File: src/rtl/bcd_disp_pkg.sv
// Shared display codes, FSM state type and internal BCD sizing for the
// binary-to-BCD digit converter.
package bcd_disp_pkg;

  localparam logic [3:0] DIG_H     = 4'hA;
  localparam logic [3:0] DIG_BLANK = 4'hB;
  localparam logic [3:0] DIG_DASH  = 4'hC;

  typedef enum logic [1:0] {IDLE, SHIFT, FIX} state_t;

  // Decimal digits needed to hold any WIDTH-bit unsigned value (log10(2) ~ 0.301).
  function automatic int nint(input int width);
    return width * 301 / 1000 + 1;
  endfunction

endpackage

File: src/rtl/dd_add3.sv
// Double-dabble correction step: every BCD digit >= 5 gets 3 added so the
// following left shift carries correctly into the next decimal digit.
module dd_add3 #(
  parameter int N = 1
) (
  input  logic [N*4-1:0] din,
  output logic [N*4-1:0] dout
);

  always_comb begin
    dout = din;
    for (int i = 0; i < N; i++) begin
      if (din[i*4 +: 4] >= 4'd5) dout[i*4 +: 4] = din[i*4 +: 4] + 4'd3;
    end
  end

endmodule

File: src/rtl/bcd_digit_converter.sv
// Sequential binary-to-BCD converter for the seven-segment path: one input bit
// per clock, then a single output-formatting cycle (sentinels, overflow, blanking).
module bcd_digit_converter
  import bcd_disp_pkg::*;
#(
  parameter int WIDTH    = 32,
  parameter int DIGITS   = 4,
  parameter int LZ_BLANK = 0
) (
  input  logic                    clk,
  input  logic                    rst_n,
  input  logic                    in_valid,
  output logic                    in_ready,
  input  logic [WIDTH-1:0]        number,
  output logic                    out_valid,
  output logic                    overflow,
  output logic [DIGITS-1:0][3:0]  digit_array
);

  localparam int NINT = nint(WIDTH);
  localparam int NEXT = (NINT > DIGITS) ? NINT : DIGITS;
  localparam int CW   = $clog2(WIDTH + 1);
  localparam logic [WIDTH-1:0] ALL_ONES = {WIDTH{1'b1}};
  localparam logic [WIDTH-1:0] ALL_ONES_M1 = {WIDTH{1'b1}} - WIDTH'(1);

  state_t                  state;
  logic [CW-1:0]           cnt;
  logic [WIDTH-1:0]        shreg;
  logic [WIDTH-1:0]        num_q;
  logic [NINT*4-1:0]       bcd;
  logic [NINT*4-1:0]       bcd_add;
  logic [NEXT*4-1:0]       bcd_ext;
  logic                    hi_nz;
  logic                    seen_nz;
  logic [DIGITS-1:0][3:0]  dig_nxt;
  logic                    ovf_nxt;

  dd_add3 #(.N(NINT)) u_add3 (
    .din  (bcd),
    .dout (bcd_add)
  );

  assign in_ready = (state == IDLE);

  // Datapath: operand capture at the handshake, then one double-dabble step per SHIFT cycle
  always_ff @(posedge clk) begin
    if (state == IDLE && in_valid) begin
      shreg <= number;
      num_q <= number;
      bcd   <= '0;
    end else if (state == SHIFT) begin
      {bcd, shreg} <= {bcd_add, shreg} << 1;
    end
  end

  // Output formatting evaluated from the finished BCD register and the latched operand
  always_comb begin
    bcd_ext = '0;
    bcd_ext[NINT*4-1:0] = bcd;
    hi_nz   = 1'b0;
    for (int i = DIGITS; i < NEXT; i++) begin
      hi_nz = hi_nz | (bcd_ext[i*4 +: 4] != 4'd0);
    end
    ovf_nxt = 1'b0;
    seen_nz = 1'b0;
    for (int i = 0; i < DIGITS; i++) dig_nxt[i] = bcd_ext[i*4 +: 4];
    if (num_q == ALL_ONES) begin
      for (int i = 0; i < DIGITS; i++) begin
        dig_nxt[i] = (i == 0) ? 4'd1 : (i == 1) ? DIG_H : DIG_BLANK;
      end
    end else if (num_q == ALL_ONES_M1) begin
      dig_nxt = {DIGITS{DIG_BLANK}};
    end else if (hi_nz) begin
      dig_nxt = {DIGITS{DIG_DASH}};
      ovf_nxt = 1'b1;
    end else if (LZ_BLANK != 0) begin
      for (int i = DIGITS - 1; i >= 1; i--) begin
        if (!seen_nz && dig_nxt[i] == 4'd0) dig_nxt[i] = DIG_BLANK;
        else seen_nz = 1'b1;
      end
    end
  end

  // Control: FSM, bit counter and registered outputs
  always_ff @(posedge clk or negedge rst_n) begin
    if (!rst_n) begin
      state       <= IDLE;
      cnt         <= '0;
      out_valid   <= 1'b0;
      overflow    <= 1'b0;
      digit_array <= {DIGITS{DIG_BLANK}};
    end else begin
      out_valid <= 1'b0;
      case (state)
        IDLE: begin
          if (in_valid) begin
            cnt   <= '0;
            state <= SHIFT;
          end
        end
        SHIFT: begin
          cnt <= cnt + CW'(1);
          if (cnt == CW'(WIDTH - 1)) state <= FIX;
        end
        FIX: begin
          digit_array <= dig_nxt;
          overflow    <= ovf_nxt;
          out_valid   <= 1'b1;
          state       <= IDLE;
        end
        default: state <= IDLE;
      endcase
    end
  end

endmodule

File: config.mk
export PLATFORM = sky130hd
export DESIGN_NAME = bcd_digit_converter
export DESIGN_NICKNAME = d
export VERILOG_FILES = /design/src/rtl/bcd_disp_pkg.sv /design/src/rtl/dd_add3.sv /design/src/rtl/bcd_digit_converter.sv
export SDC_FILE = /design/constraint.sdc
export NUM_CORES = 1
export LEC_CHECK = 0
export BUFFER_PORTS_ARGS = -buffer_cell sky130_fd_sc_hd__buf_4
export CAP_MARGIN = 0
export CORE_ASPECT_RATIO = 1.2
export CORE_MARGIN = 3
export CORE_UTILIZATION = 41
export DETAILED_ROUTE_END_ITERATION = 7
export PLACE_DENSITY = 0.57
export SLEW_MARGIN = 20
export SYNTH_ARGS = -nofsm -noshare
export SYNTH_HDL_FRONTEND = slang
export SYNTH_SLANG_ARGS = --single-unit
File: constraint.sdc
create_clock -name clk -period 2.6 [get_ports clk]
set_input_delay 0.52 -clock clk [delete_from_list [all_inputs] [get_ports clk]]
set_output_delay 0.52 -clock clk [all_outputs]
set_load 0.02 [all_outputs]
==> run_results.csv <==
group,metric,value,unit
synthesis,synth_area,5771,um^2
synthesis,yosysTopAreaCell,"edfxtp_1",
global_routing,grt_max_degree,86,
sta,fin_crit_sh,81.30,%
global_routing,grt_pass1_wl,19430,um
final_layout,n_antenna_cell,0,
setup_path,start_kind,"flip-flop",
setup_path,cp.arrival,2.44,ns
placement,post-dp-hpwl,7582,um
synthesis,synth_top_family_by_area,"simple AND/OR/NAND/NOR gates",
sta,fin_crit,2.114,ns
synthesis,synth_area_leaders,"edfxtp_1 (33%), dfxtp_1 (14%), nand2_1 (7.7%), dfrtp_1 (6.1%), ha_1 (5.9%)",
final_layout,fin_nets,665,
floorplan,rows,46,
outcome,status,"completed",
sta,tightest_slew,0.5865,ns
cts,postCtsHoldBufs,0,
placement,place_ws,0.5014,ns
cts,tritoncts,"built",
setup_path,crit_fanout,7,
power_and_ir_drop,ir_drop,536.3,uV
sta,fin_skew,0.009076,ns
global_routing,antenna_found_initial,0,
worst_hold_path,min_path_type,"in2async",
synthesis,yosys.area.top_type_share,33.30,%
global_routing,grt-ovfl-total,0,
final_layout,fillers,1263,
sta,whs,0.008539,ns
placement,port_buffers,53,
cts,clk_path_buf_depth,2,
cts,cts_resized,0,
sta,report.final.slew_viol_count,0,
sta,final.setup.worst_slack,0.4863,ns
global_routing,grt_pass1_vias,4014,
final_layout,areaGrowthSynthToFinish,20.73,%
setup_path,required,2.93,ns
synthesis,synthMuxAreaShare,1.951,%
cts,path_clk_slew,0.05,ns
sta,fin_tns_setup,0,ns
setup_path,end_kind,"flip-flop",
sta,relSlewSlack,60.90,%
floorplan,pin_count,54,
cts,cts_sinks,130,
routing,drcViolationCount,0,
sta,max_freq,473.1,MHz
power_and_ir_drop,power,7671,uW
final_layout,multiInputGateArea,2218,um^2
routing,dr.pass1.iters,4,
routing,num_vias,4013,
synthesis,synth-compound-area-share,9.909,%
synthesis,synthAdderAreaFrac,5.854,%
routing,vias_per_cell,5.119,
synthesis,seq_area_frac_synth,58.72,%
synthesis,synth_xor_xnor_area_share,3.187,%
synthesis,avgSynthCellArea,10.53,um^2
floorplan,die_area,15540,um^2
synthesis,ys_types,45,
cts,numCtsBuffers,17,
routing,drt_wl_total,11370,um
floorplan,core,13470,um^2
sta,rsz0062_at_grt,"no",
floorplan,die_h,136.0,um
floorplan,start_util,42.85,%
flow_run,maxCapViolations,0,
sta,hold_viol,0,
cts,htree_levels,4,
final_layout,drive_gt1_share,19.32,%
floorplan,die_w,114.3,um
final_layout,regArea,3388,um^2
global_routing,track_usage,15.83,%
cts,clk_latency,0.41,ns
final_layout,utilization,51.73,%
synthesis,synth_fp_nets,610,
sta,setup_viol,0,
setup_path,criticalPathCategory,"reg2reg",
placement,gp_congestion,0.7652,
routing,first_iter_violations,200,
routing,ant_nets,0,
power_and_ir_drop,power_density,1101,nW/um^2
synthesis,yosys.area_share.simple,17.45,%
routing,wl_per_cell,14.50,um
cts,cts_setup_buffers,0,
synthesis,yosysWarnings,0,
power_and_ir_drop,leakage,0.002822,uW
synthesis,syn_inst,548,
synthesis,ys_ff_latch,130,
cts,cts-root-buf,"clkbuf_16",
## path summary, 6_finish.rpt
kind	start	end	slack [ns]	cells after the start
setup / recovery	bcd[16]	digit_array[7]	0.49	6
hold / removal	rst_n	overflow	0.009	1
setup reg to reg	bcd[16]	digit_array[7]	0.49	6
hold reg to reg	shreg[31]	bcd[0]	0.45	2
max in group asynchronous	rst_n	digit_array[12]	2.29	1
min in group clk	number[0]	num_q[0]	0.29	1
## critical path, stage by stage (launching register included)
cell     delay [ns]
dfxtp_1        0.33
inv_1          0.12
ha_1           0.17
or4b_4         0.49
nor4_4         0.48
nand2_4        0.13
o32a_1         0.31
## report_power, final
| part | total, uW | switching (uW) | internal (uW) |
|---|---|---|---|
| logic | 2010 | 1080 | 928 |
| clock network | 2420 | 828 | 1590 |
| registers | 3240 | 421 | 2820 |
## layer usage
metal	wire length [um]	GRT usage, %	part of all wire, %
met3	488	3.785	4.3
met5	0	0	0
met4	183	6.931	1.6
met2	5493	25.65	48
met1	5203	20.14	46
## synth_stat cells (all sizes together)
master	n
o32a	3
a22o	1
nand4	8
or3	1
mux2	10
o32ai	9
nand3	39
xor2	11
dfrtp	14
or2	2
nand2b	12
ha	27
nor2	19
o41ai	1
o21ai	51
dfstp	12
or4	4
and2	1
edfxtp	64
nand2	120
xnor2	10
o211ai	1
o31ai	1
inv	23
a21oi	26
o21a	1
buf	3
o311ai	3
nor2b	1
nor3	6
and4	1
nor4	2
or4b	2
dfxtp	40
clkbuf	19
## cells by family after synthesis
family / Yosys count
compound gates: 97
xor+xnor: 21
fa+ha+maj: 27
buf+inv: 45
flops: 130
mux: 10
simple gates: 218
## metrics by stage
step | cell area, um^2 | cells
5_1_grt | 6967 | 784
2_1_floorplan | 5777 | 548
3_5_place_dp | 6364 | 752
4_1_cts | 6967 | 784
6_report | 6967 | 784
3_3_place_gp | 6364 | 752
## placed cells by master, fill, tap and decap left out, drive strengths merged, types with 2 or more instances in the layout
cell type  instances
nand2            120
edfxtp            64
buf               58
o21ai             51
dfxtp             40
nand3             39
ha                27
a21oi             26
inv               23
clkbuf            21
nor2              19
dfrtp             14
dfstp             12
nand2b            12
xor2              11
mux2              10
xnor2             10
o32ai              9
nand4              8
nor3               6
clkinv             4
bufinv             4
or4                4
o32a               3
clkinvlp           3
o311ai             3
or2                2
or4b               2
nor4               2
## flip-flops by register name (all words and copies together), names as in the netlist
name         flops
shreg           32
digit_array     16
state            2
bcd             40
num_q           32
out_valid        1
overflow         1
cnt              6
## layout make-up
| class | count | area share [%] |
|---|---|---|
| repair buffers | 58 | 6.609 |
| flip-flops and latches | 130 | 48.64 |
| well taps | 168 | 3.017 |
| multi-input cells | 373 | 31.84 |
| clock buffers | 21 | 6.322 |
| inverters | 23 | 1.239 |
| clock inverters | 11 | 2.335 |
(Power assumes the default switching activity.)
